$ cat src/rtl/flb_search_if.sv
// Handshake bundle between the FLB search controller and its measurement and
// DCO decoder environment. The slave modport is the controller side; the master
// modport is the side that issues start and returns compare results.
interface flb_search_if;
  logic       start;
  logic       cmp_valid;
  logic       fast;
  logic       cmp_req;
  logic [7:0] s_band;
  logic [7:0] s_mtrx;
  logic       busy;
  logic       lock;

  modport master (
    output start, cmp_valid, fast,
    input  cmp_req, s_band, s_mtrx, busy, lock
  );

  modport slave (
    input  start, cmp_valid, fast,
    output cmp_req, s_band, s_mtrx, busy, lock
  );
endinterface

$ cat src/rtl/flb_search_ctrl.sv
// FLB search controller: two-phase successive-approximation search of the DCO
// coarse band code, then the fine matrix code. Each trial code is followed by
// SETTLE_CYC settle cycles, a one-cycle cmp_req pulse, and a wait for the
// compare result (fast=1 means the DCO runs above target).
// Optional build macro FLB_TRACK_EN: after the search, the block enters TRACK
// instead of DONE and keeps nudging s_mtrx by one LSB per compare result.
module flb_search_ctrl #(
  parameter int SETTLE_CYC = 16
) (
  input logic          clk,
  input logic          rst,
  flb_search_if.slave  bus
);

  localparam logic [2:0] ST_IDLE   = 3'd0;
  localparam logic [2:0] ST_SETTLE = 3'd1;
  localparam logic [2:0] ST_MEAS   = 3'd2;
  localparam logic [2:0] ST_DONE   = 3'd3;
`ifdef FLB_TRACK_EN
  localparam logic [2:0] ST_TRACK  = 3'd4;
`endif

  localparam logic PH_BAND = 1'b0;
  localparam logic PH_MTRX = 1'b1;

  // Last value of the settle counter; SETTLE lasts exactly SETTLE_CYC cycles.
  localparam logic [7:0] SETTLE_LAST = 8'(SETTLE_CYC - 1);

  logic [2:0] state_q, state_d;
  logic       phase_q, phase_d;
  logic [2:0] bit_q, bit_d;
  logic [7:0] cnt_q, cnt_d;
  logic [7:0] band_q, band_d;
  logic [7:0] mtrx_q, mtrx_d;
  logic       cmp_req_q, cmp_req_d;
`ifdef FLB_TRACK_EN
  logic       trk_wait_q, trk_wait_d;
`endif

  logic [7:0] trial;
  logic       can_start;

  // Next-state logic: settle timing, SAR bit decisions, phase hand-over, restart.
  always_comb begin
    state_d   = state_q;
    phase_d   = phase_q;
    bit_d     = bit_q;
    cnt_d     = cnt_q;
    band_d    = band_q;
    mtrx_d    = mtrx_q;
    cmp_req_d = 1'b0;
`ifdef FLB_TRACK_EN
    trk_wait_d = trk_wait_q;
`endif
    trial     = (phase_q == PH_MTRX) ? mtrx_q : band_q;
    can_start = (state_q == ST_IDLE) || (state_q == ST_DONE);

    case (state_q)
      ST_SETTLE: begin
        if (cnt_q == SETTLE_LAST) begin
          cnt_d     = '0;
          cmp_req_d = 1'b1;
          state_d   = ST_MEAS;
        end else begin
          cnt_d = cnt_q + 8'd1;
        end
      end

      ST_MEAS: begin
        if (bus.cmp_valid) begin
          // Too fast: the trial bit overshoots, drop it; otherwise keep it.
          if (bus.fast) trial[bit_q] = 1'b0;
          if (bit_q != 3'd0) begin
            trial[bit_q - 3'd1] = 1'b1;
            bit_d   = bit_q - 3'd1;
            state_d = ST_SETTLE;
          end
          if (phase_q == PH_BAND) band_d = trial;
          else                    mtrx_d = trial;
          cnt_d = '0;
          if (bit_q == 3'd0) begin
            if (phase_q == PH_BAND) begin
              // Band is final; start the fine search from mid-scale.
              phase_d = PH_MTRX;
              bit_d   = 3'd7;
              mtrx_d  = 8'h80;
              state_d = ST_SETTLE;
            end else begin
`ifdef FLB_TRACK_EN
              trk_wait_d = 1'b0;
              state_d    = ST_TRACK;
`else
              state_d    = ST_DONE;
`endif
            end
          end
        end
      end

`ifdef FLB_TRACK_EN
      ST_TRACK: begin
        if (!trk_wait_q) begin
          if (cnt_q == SETTLE_LAST) begin
            cnt_d      = '0;
            cmp_req_d  = 1'b1;
            trk_wait_d = 1'b1;
          end else begin
            cnt_d = cnt_q + 8'd1;
          end
        end else if (bus.cmp_valid) begin
          // One-LSB correction of the fine code, saturating at both ends.
          if (bus.fast) begin
            if (mtrx_q != 8'h00) mtrx_d = mtrx_q - 8'd1;
          end else begin
            if (mtrx_q != 8'hFF) mtrx_d = mtrx_q + 8'd1;
          end
          trk_wait_d = 1'b0;
        end
      end
`endif

      default: ;
    endcase

`ifdef FLB_TRACK_EN
    can_start = can_start || (state_q == ST_TRACK);
`endif

    // A start outside IDLE/DONE/TRACK is dropped; otherwise restart from mid-scale.
    if (bus.start && can_start) begin
      state_d   = ST_SETTLE;
      phase_d   = PH_BAND;
      bit_d     = 3'd7;
      cnt_d     = '0;
      band_d    = 8'h80;
      mtrx_d    = 8'h80;
      cmp_req_d = 1'b0;
`ifdef FLB_TRACK_EN
      trk_wait_d = 1'b0;
`endif
    end
  end

  // State registers; reset wins over every other input and clears all codes.
  always_ff @(posedge clk) begin
    if (rst) begin
      state_q   <= ST_IDLE;
      phase_q   <= PH_BAND;
      bit_q     <= 3'd0;
      cnt_q     <= 8'd0;
      band_q    <= 8'h00;
      mtrx_q    <= 8'h00;
      cmp_req_q <= 1'b0;
`ifdef FLB_TRACK_EN
      trk_wait_q <= 1'b0;
`endif
    end else begin
      state_q   <= state_d;
      phase_q   <= phase_d;
      bit_q     <= bit_d;
      cnt_q     <= cnt_d;
      band_q    <= band_d;
      mtrx_q    <= mtrx_d;
      cmp_req_q <= cmp_req_d;
`ifdef FLB_TRACK_EN
      trk_wait_q <= trk_wait_d;
`endif
    end
  end

  assign bus.cmp_req = cmp_req_q;
  assign bus.s_band  = band_q;
  assign bus.s_mtrx  = mtrx_q;
  assign bus.busy    = (state_q != ST_IDLE) && (state_q != ST_DONE);
`ifdef FLB_TRACK_EN
  assign bus.lock    = (state_q == ST_DONE) || (state_q == ST_TRACK);
`else
  assign bus.lock    = (state_q == ST_DONE);
`endif

endmodule
$ cat src/flat_wrapper.sv
// flat-port wrapper written by rule: the top's interface ports become plain ports
module flb_search_ctrl_flat 
#(
  parameter int SETTLE_CYC = 16
)
  (clk, rst, bus_start, bus_cmp_valid, bus_fast, bus_cmp_req, bus_s_band, bus_s_mtrx, bus_busy, bus_lock);
  flb_search_if bus_i ();
  input logic clk;
  input logic rst;
  input wire logic [$bits(bus_i.start)-1:0] bus_start;
  input wire logic [$bits(bus_i.cmp_valid)-1:0] bus_cmp_valid;
  input wire logic [$bits(bus_i.fast)-1:0] bus_fast;
  output wire logic [$bits(bus_i.cmp_req)-1:0] bus_cmp_req;
  output wire logic [$bits(bus_i.s_band)-1:0] bus_s_band;
  output wire logic [$bits(bus_i.s_mtrx)-1:0] bus_s_mtrx;
  output wire logic [$bits(bus_i.busy)-1:0] bus_busy;
  output wire logic [$bits(bus_i.lock)-1:0] bus_lock;
  assign bus_i.start = bus_start;
  assign bus_i.cmp_valid = bus_cmp_valid;
  assign bus_i.fast = bus_fast;
  assign bus_cmp_req = bus_i.cmp_req;
  assign bus_s_band = bus_i.s_band;
  assign bus_s_mtrx = bus_i.s_mtrx;
  assign bus_busy = bus_i.busy;
  assign bus_lock = bus_i.lock;
  flb_search_ctrl #(.SETTLE_CYC(SETTLE_CYC)) u_core (.clk(clk), .rst(rst), .bus(bus_i));
endmodule
$ cat config.mk
export PLATFORM = sky130hd
export DESIGN_NAME = flb_search_ctrl_flat
export DESIGN_NICKNAME = d
export VERILOG_FILES = /design/src/rtl/flb_search_if.sv /design/src/rtl/flb_search_ctrl.sv /design/src/flat_wrapper.sv
export SDC_FILE = /design/constraint.sdc
export NUM_CORES = 1
export LEC_CHECK = 0
export CORE_AREA = 5 5 76 78
export DETAILED_ROUTE_END_ITERATION = 8
export DIE_AREA = 0 0 81 83
export PLACE_DENSITY = 0.55
export SLEW_MARGIN = 20
export SYNTH_ARGS = -nofsm -noshare
export SYNTH_HDL_FRONTEND = slang
export SYNTH_SLANG_ARGS = --single-unit
$ cat constraint.sdc
create_clock -name clk -period 1.76 [get_ports clk]
set_input_delay 0.528 -clock clk [delete_from_list [all_inputs] [get_ports clk]]
set_output_delay 0.528 -clock clk [all_outputs]
set_load 0.05 [all_outputs]
# After elaboration in Yosys (flattened, before gate mapping)
# Index checks and enable logic that the tools add are counted.
# word_totals
reg_bits,32
output_inout_bits,19
wordCells,92
# classes
add_sub_neg,2
n_lt_le_gt_ge,4
n_eq_ne,12
muxes,36
bitwise,5
reduce_logical,23
# ops
op,n
$mux W8,17
$mux W3,10
$pmux W8 S2,1
$reduce_and A3 Y1,3
$reduce_bool A3 Y1,3
$add A8 B1 Y8 const B,1
$and A8 B8 Y8,1
$eq A8 B4 Y1 const B,1
$lt A3 B4 Y1 const B,2
$not A8 Y8,1
$or A8 B8 Y8,1
$reduce_and A4 Y1,2
$demux W1 S3,2
$eq A3 B2 Y1 const B,2
$ge A3 B1 Y1 const B,2
$logic_not A3 Y1,2
$ne A3 B1 Y1 const B,2
$ne A3 B2 Y1 const B,2
$pmux W3 S2,1
$reduce_and A2 Y1,3
$reduce_bool A2 Y1,3
$logic_and A1 B1 Y1,4
$mux W1,4
$ne A2 B2 Y1 const B,2
9 further kinds,10

# Longest topological paths before layout
# logic_depth
word_depth,17
depth_mapped,8
depth_no_buf,6

# Worst setup path before layout
# Ideal clock, no wire load.
# synth_timing
path_kind,register to register
startpoint,register u_core.bit_q[0]
endpoint,register u_core.mtrx_q[6] (netlist: u_core.bus.s_mtrx[6])
arrival_time_ns,1.713
slack_ns,-0.011
path_stages_with_launch,7
path_buffers,0
period_less_slack_ns,1.771
path_cell_list,dfxtp_1 > clkinv_1 > ha_1 > nor4b_2 > nor3_1 > nor3_1 > a21o_1
# synth_via
elab_chain_len,14
word_cells_on_any_way,23
cone_classes,add/sub (1); order compare (4); mux (11); bitwise (3); reduce/logical (4)
# synth_lines
element,line,source
"start, declared",flb_search_ctrl.sv:31,"logic [2:0] bit_q, bit_d;"
"start signal, assigned",flb_search_ctrl.sv:160,bit_q <= bit_d;
$lt A3 B4 Y1 (implied by the code) / $ge A3 B1 Y1 (equally long branches),flb_search_ctrl.sv:72,if (bus.fast) trial[bit_q] = 1'b0;
$logic_and A1 B1 Y1 (implied by the code),flb_search_ctrl.sv:72,
$mux W1 (implied by the code),flb_search_ctrl.sv:72,
$demux W1 S3,n/a,
$not A8 Y8 (no source line),n/a,
$and A8 B8 Y8 (no source line),n/a,
$mux W8,flb_search_ctrl.sv:72,
$mux W8,flb_search_ctrl.sv:70,if (bus.cmp_valid) begin
$mux W8,flb_search_ctrl.sv:58,case (state_q)
$or A8 B8 Y8 (no source line),n/a,
$mux W8,flb_search_ctrl.sv:73,if (bit_q != 3'd0) begin
$mux W8,flb_search_ctrl.sv:78,if (phase_q == PH_BAND) band_d = trial;
$mux W8,flb_search_ctrl.sv:82,if (phase_q == PH_BAND) begin
$mux W8 *,flb_search_ctrl.sv:81,if (bit_q == 3'd0) begin
"end signal, assigned",flb_search_ctrl.sv:163,mtrx_q <= mtrx_d;
"end, declared",flb_search_ctrl.sv:34,"logic [7:0] mtrx_q, mtrx_d;"
# Every way passes the cells marked *; elsewhere a longest branch is shown, timed or not. The select of a mux whose other input is x is not followed.
# A chain may end at the register's enable or synchronous reset.

# Worst setup path after layout
# layout_timing
startpoint,register u_core.state_q[0]
endpoint,output bus_busy
# layout_via
elab_chain_len,2
word_cells_on_any_way,3
cone_classes,eq/ne (1); reduce/logical (2)
# layout_lines
element,line,source
"start, declared",flb_search_ctrl.sv:29,"logic [2:0] state_q, state_d;"
"start signal, assigned",flb_search_ctrl.sv:158,state_q <= state_d;
$ne A3 B2 Y1 / $reduce_bool A3 Y1 (equally long branches),flb_search_ctrl.sv:174,assign bus.busy = (state_q != ST_IDLE) && (state_q != ST_DONE);
$logic_and A1 B1 Y1 *,flb_search_ctrl.sv:174,
"end, declared",flat_wrapper.sv:16,output wire logic [$bits(bus_i.busy)-1:0] bus_busy;
# Every way passes the cells marked *; elsewhere a longest branch is shown, timed or not.

==> results.yml <==
timing:
  timing.final.ws_setup_ps: 41.1
  holdWs_ps: 506
  timing.final.crit_share: 0.977
  finalMaxSlewViolations: 0
  worst_pin_slew_ps: 393
  fin_tns_setup_ps: 0
  clock_skew_ps: 6.83
  finalSetupViolations: 0
  slew_headroom: 0.738
  fin_crit_ps: 1720
  finalHoldViolations: 0
  fmax_mhz: 582
setup_path:
  crit_type: "reg2out"
  cp.depth: 4
  slowest_delay_ps: 340
  cp_max_fo: 5
  r2r-start: "u_core.bit_q[0]"
  crit_path_end: "bus_busy"
  endpoint_kind: "output pin"
  cp-start-kind: "flip-flop"
  r2r_end: "u_core.bus.s_mtrx[6]"
  cp_data_required_time_ps: 1230
  cp_cell_sequence: "inv_1 -> ha_4 -> inv_2 -> buf_12"
  slowest_stage: "dfxtp_2"
  crit_start: "u_core.state_q[0]"
  reg2reg_slack_ps: 150
  worstRegToRegCells: 6
  crit_family: "flip-flops"
  crit_arrival_ps: 1190
  path_buf_inv: 3
yosys:
  yosysTopAreaCellShare: 0.369
  synth_ff_type: "dfxtp_1"
  yosysTopAreaCell: "dfxtp_1"
  ys_ff_latch: 31
  avgSynthCellArea_sq_um: 8.67
  syn_area_sq_um: 1680
  synth_edf_count: 0
  synth_cells: 194
  ys_seq_area_frac: 0.369
  synth_nets: 206
  synthArstFlopShare: 0
  synth_area_leaders: "dfxtp_1 (37%), a21oi_1 (7.4%), ha_1 (5.2%), mux2i_1 (4.2%), o21ai_0 (3.3%)"
  synthTopCellsByCount: "dfxtp_1 (31), a21oi_1 (25), nor2_1 (14)"
  yosysWarnings: 0
  synth.distinct_cells: 52
  synth.most_common_cell: "dfxtp_1"
hold_path:
  min_path_cells: 2
  hp-class: "reg2reg"
power:
  p_clk_frac: 0.208
  p_leak_nw: 0.928
  power.switching_mw: 1.16
  power_frac_comb: 0.499
  p_sw_frac: 0.390
  total_power_mw: 2.97
  p_seq_frac: 0.293
  intPower_mw: 1.82
  ir_drop_uv: 503
  power_density_nw_per_um2: 1230
global_routing:
  grt_usage: 0.133
  grt_start_max_net_pins: 13
  antenna_found_initial: 0
  grt_pass1_vias: 1475
  gr-total-overflow: 0
  grt_pass1_wl_mm: 7.14
clocking:
  clk_pin_slew_worst_paths_ps: 60
  clock-sinks: 31
  cts_tree: "yes"
  cts_max_level: 2
  cts_buffer_depth: 2
  clock_latency_ps: 280
  clk_root_buffer_cell: "clkbuf_8"
  cts_made_buffers: 5
  cts_hold_buffers: 0
finish:
  syn2layout_area_growth_pct: 44.0
  fin_util: 0.484
  drive_gt1_frac: 0.278
  fill_cells: 493
  n_antenna_cell: 0
  final_nets: 252
drt:
  drtAntennaViolNets: 0
  first_iter_violations: 75
  via_per_inst: 5.00
  drc: 0
  firstDrtPassIters: 4
  drt_wl_total_mm: 4.19
  post_drt_wl_per_cell_um: 13.5
  vias: 1555
die:
  start_util: 0.336
  die_x_um: 81
  rows: 26
  dieArea_sq_um: 6720
  io_pins: 24
  coreArea_sq_um: 5010
  fp.dieH_um: 83
place:
  hpwl_mm: 3.17
  port_buffers: 23
  gp_congestion: 0.814
  dp_slack_ps: -161
job:
  drv_cap: 0
status:
  status: "finished clean"
-- routing by layer --
| layer | wire (um) | global-route usage |
|---|---|---|
| met1 | 2040 | 0.182 |
| met4 | 87 | 0.0568 |
| met3 | 165 | 0.0303 |
| met5 | 0 | 0 |
| met2 | 1900 | 0.198 |
-- cell type report --
type	count	area, sq um	area share
Clock buffer	8	100	0.0413
Inverter	7	27.5	0.0114
Multi-Input combinational cell	146	982	0.405
Sequential cell	31	623	0.257
Tap cell	70	87.6	0.0361
Timing Repair Buffer	49	603	0.249
-- timing repair --
item	in CTS	in global routing
resized for setup	3	1
hold endpoints to repair	0	0
setup buffers	0	2
setup endpoints to repair	1	1
-- sequential cells by signal, indices dropped and copies added (netlist names) --
register and flops:
u_core.phase_q 1, u_core.bus.s_band 8, u_core.cnt_q 8, u_core.bit_q 3, u_core.state_q 2, u_core.bus.cmp_req 1
u_core.bus.s_mtrx 8
-- power by group through the flow --
stage                     clock network [mW]  registers, mW  logic (mW)
after floorplan                            0          0.944       0.790
after global placement                     0          0.880        1.40
after detailed placement                   0          0.881        1.41
after CTS                              0.636          0.872        1.45
after global routing                   0.669          0.884        1.61
final                                  0.620          0.871        1.48
-- kinds of logic (layout without fill, tap and decap cells) --
logic type | count (synthesis) | in the layout | share of synthesized area
multiplexers | 10 | 10 | 0.0639
buffers and inverters | 17 | 64 | 0.0550
AO/OA/AOI/OAI | 72 | 72 | 0.274
flip-flops | 31 | 31 | 0.369
AND/OR/NAND/NOR | 57 | 57 | 0.187
adder cells (fa/ha/maj) | 7 | 7 | 0.0520
-- placed cells by master, fill, tap and decap left out, types with 3 or more instances in the layout --
cell type and instances:
nand2_1 12, a31oi_1 7, mux2i_1 7, nor2_1 14, o21ai_1 3, clkbuf_8 7, nand2b_1 3, a21oi_1 25
a211oi_1 3, clkdlybuf4s50_1 4, o21ai_0 11, buf_12 18, nand3_1 4, ha_1 6, dfxtp_1 29, nor3_1 5
o2bb2ai_1 5, buf_4 27, nor3b_1 3, inv_1 5, and2_1 3
-- worst register-to-register path: stages (launching register included) --
cell and delay, ps:
dfxtp_1 340, clkinv_2 90, ha_1 360, nor4b_2 340, nor3_1 130, nor3_1 200, a21o_1 100
-- through the flow --
stage / std cells / instance area (sq um)
after floorplan: 194 / 1680
after global routing: 311 / 2420
final: 311 / 2420
after CTS: 309 / 2410
after detailed placement: 301 / 2290
after global placement: 301 / 2290
-- worst min-delay path by stage --
stage	from	to	slack, ps
after floorplan	u_core.cnt_q[7]	u_core.cnt_q[7]	470
after global placement	u_core.cnt_q[7]	u_core.cnt_q[7]	490
after detailed placement	u_core.cnt_q[7]	u_core.cnt_q[7]	500
after CTS	u_core.cnt_q[7]	u_core.cnt_q[7]	510
after global routing	u_core.cnt_q[7]	u_core.cnt_q[7]	530
final	u_core.cnt_q[7]	u_core.cnt_q[7]	510
Note: power is estimated with default switching activity, not from simulation.
==> edit, RTL diff (same flow settings) <==
`SETTLE_CYC` is set to 16 in 2 places; all go to 12.
--- a/src/rtl/flb_search_ctrl.sv
+++ b/src/rtl/flb_search_ctrl.sv
@@ -7,3 +7,3 @@
 module flb_search_ctrl #(
-  parameter int SETTLE_CYC = 16
+  parameter int SETTLE_CYC = 12
 ) (
--- a/src/flat_wrapper.sv
+++ b/src/flat_wrapper.sv
@@ -3,3 +3,3 @@
 #(
-  parameter int SETTLE_CYC = 16
+  parameter int SETTLE_CYC = 12
 )
Check against the original RTL: no difference found for any inputs over 10 cycles, from zero or initial values and one cycle with rst high; that may be too few to reach the edited logic, so the function may still have changed.
==> edit against the unedited design <==
  * Via count increased by 2.1%
  * Clock power grew 21%
  * Wire length increased by 2.0%
  * Hold slack improved by 0.0039 ns
  * Count of clock-buffer cells in the layout decreased by 2
  * Die area unchanged
  * Worst setup slack better by 0.019 ns
  * Synthesized area increased by 0.22%
  * Sequential cell count did not move
  * Maximum frequency up 1.1%
  * First-iteration DRC count increased by 32%
  * Design area is 2.3% higher
  * Total power increased by 6.4%
==> edit: results (changes against the unedited design) <==
post-DR wirelength/cell 13.62 um (+1.1%); Area contributors post-synth dfxtp_1, a21oi_1, ha_1; GRT overflow 0 (unchanged); layout cell share with drive strength beyond 1 0.2910 (+0.01298); # Max-Cap Violations 0 (unchanged); Hold Crit Class reg2reg; Synth top cells by count dfxtp_1, a21oi_1, nor2_1; global-route wire length before repair 7.093 mm (-0.67%); placed cell count 306 (+1.7%); final core utilization 0.4948 (+0.01099); vias post-DR 1,587 (+2.1%); critical path peak fanout 6 (+1); vias in the first global route 1,483 (+0.54%); Worst-Skew Late Latency 0.29 ns; pre-CTS setup slack -0.1849 ns (-0.02394 ns); synth warn 0 (unchanged); CP max stage cell dfxtp_2; # port buffers 23 (unchanged); Iter 0 DRT Violations 99 (+32%); Worst-Margin Slew 0.3573 ns (-0.03553 ns); Root Buffer clkbuf_8; slowest stage delay, CP 0.32 ns (-0.02 ns); vias per cell 5.054 (+1.1%); Async S/R FF share, synth 0 (unchanged); post-synth net total 206 (unchanged); drc violations 0 (unchanged); skew final 0.008988 ns (+0.002154 ns); dpl hpwl 3.296 mm (+4.0%); cell area after placement 0.002337 mm^2 (+1.9%); Seq/Total Area, Yosys 0.3680 (-0.0008207); post-CTS setup buffer count 0 (unchanged); Tot GR Track Use 0.1346 (+0.001600); syn avg cell area 8.694 um^2 (+0.22%); nets 255 (+1.2%); initial antenna violation count 0 (unchanged); Worst IR Drop VDD 0.9951 mV (+98%); share of the synthesized area in the top cell type 0.3680 (-0.0008207); status finished, final reports clean; H-tree depth 2 (unchanged); # fillers 481 (-2.4%); Netlist cell types 46 (-12%); GP Congestion 0.8049 (-1.1%); LEAKAGE 0.0009714 uW (+4.7%)
[edit: cell type report]
cell class | count | area share
well taps | 70 | 0.03534
clock buffers | 6 | 0.03332
flip-flops and latches | 31 | 0.2509
repair buffers | 51 | 0.2494
clock inverters | 2 | 0.01413
multi-input cells | 148 | 0.4074
inverters | 6 | 0.009591
[edit: what timing repair did]
item                                    4_1_cts  5_1_grt
endpoints found under the setup margin        1        5
pin swaps                                     0        1
resized for setup                             2        6
cloned                                        0        0
[edit: kinds of logic (layout without fill, tap and decap cells)]
logic type,Yosys count,count (layout),share of synthesized area
compound gates,74,74,0.2893
simple gates,58,58,0.1884
flops,31,31,0.3680
buf+inv,15,65,0.04673
mux,9,9,0.05564
fa+ha+maj,7,7,0.05193
[edit: routing by layer]
metal  part of all wire  GRT usage  vias to the layer above
met5                  0          0                        -
met4              0.017    0.05069                        0
met3              0.033    0.03571                        7
met2               0.49     0.2166                       25
met1               0.46     0.1693                      733
li1                   -          -                      822
[edit: path summary, 6_finish.rpt]
| path | startpoint | to | slack (ns) | cells after the start |
|---|---|---|---|---|
| worst max-delay path | u_core.state_q[0]$_SDFFE_PP0P_ | bus_busy | 0.06 | 4 |
| worst min-delay path | u_core.cnt_q[7]$_SDFFE_PP0P_ | u_core.cnt_q[7]$_SDFFE_PP0P_ | 0.51 | 1 |
| worst max register to register | u_core.bit_q[0]$_SDFFE_PP0P_ | u_core.bus.s_band[6]$_SDFFE_PP0P_ | 0.11 | 7 |
| worst min register to register | u_core.cnt_q[7]$_SDFFE_PP0P_ | u_core.cnt_q[7]$_SDFFE_PP0P_ | 0.51 | 1 |
[edit: where the power goes]
group	switching [uW]	leakage (uW)	internal, uW
clock network	290	0.0000612	458
logic	841	0.000658	712
registers	82.8	0.000252	780
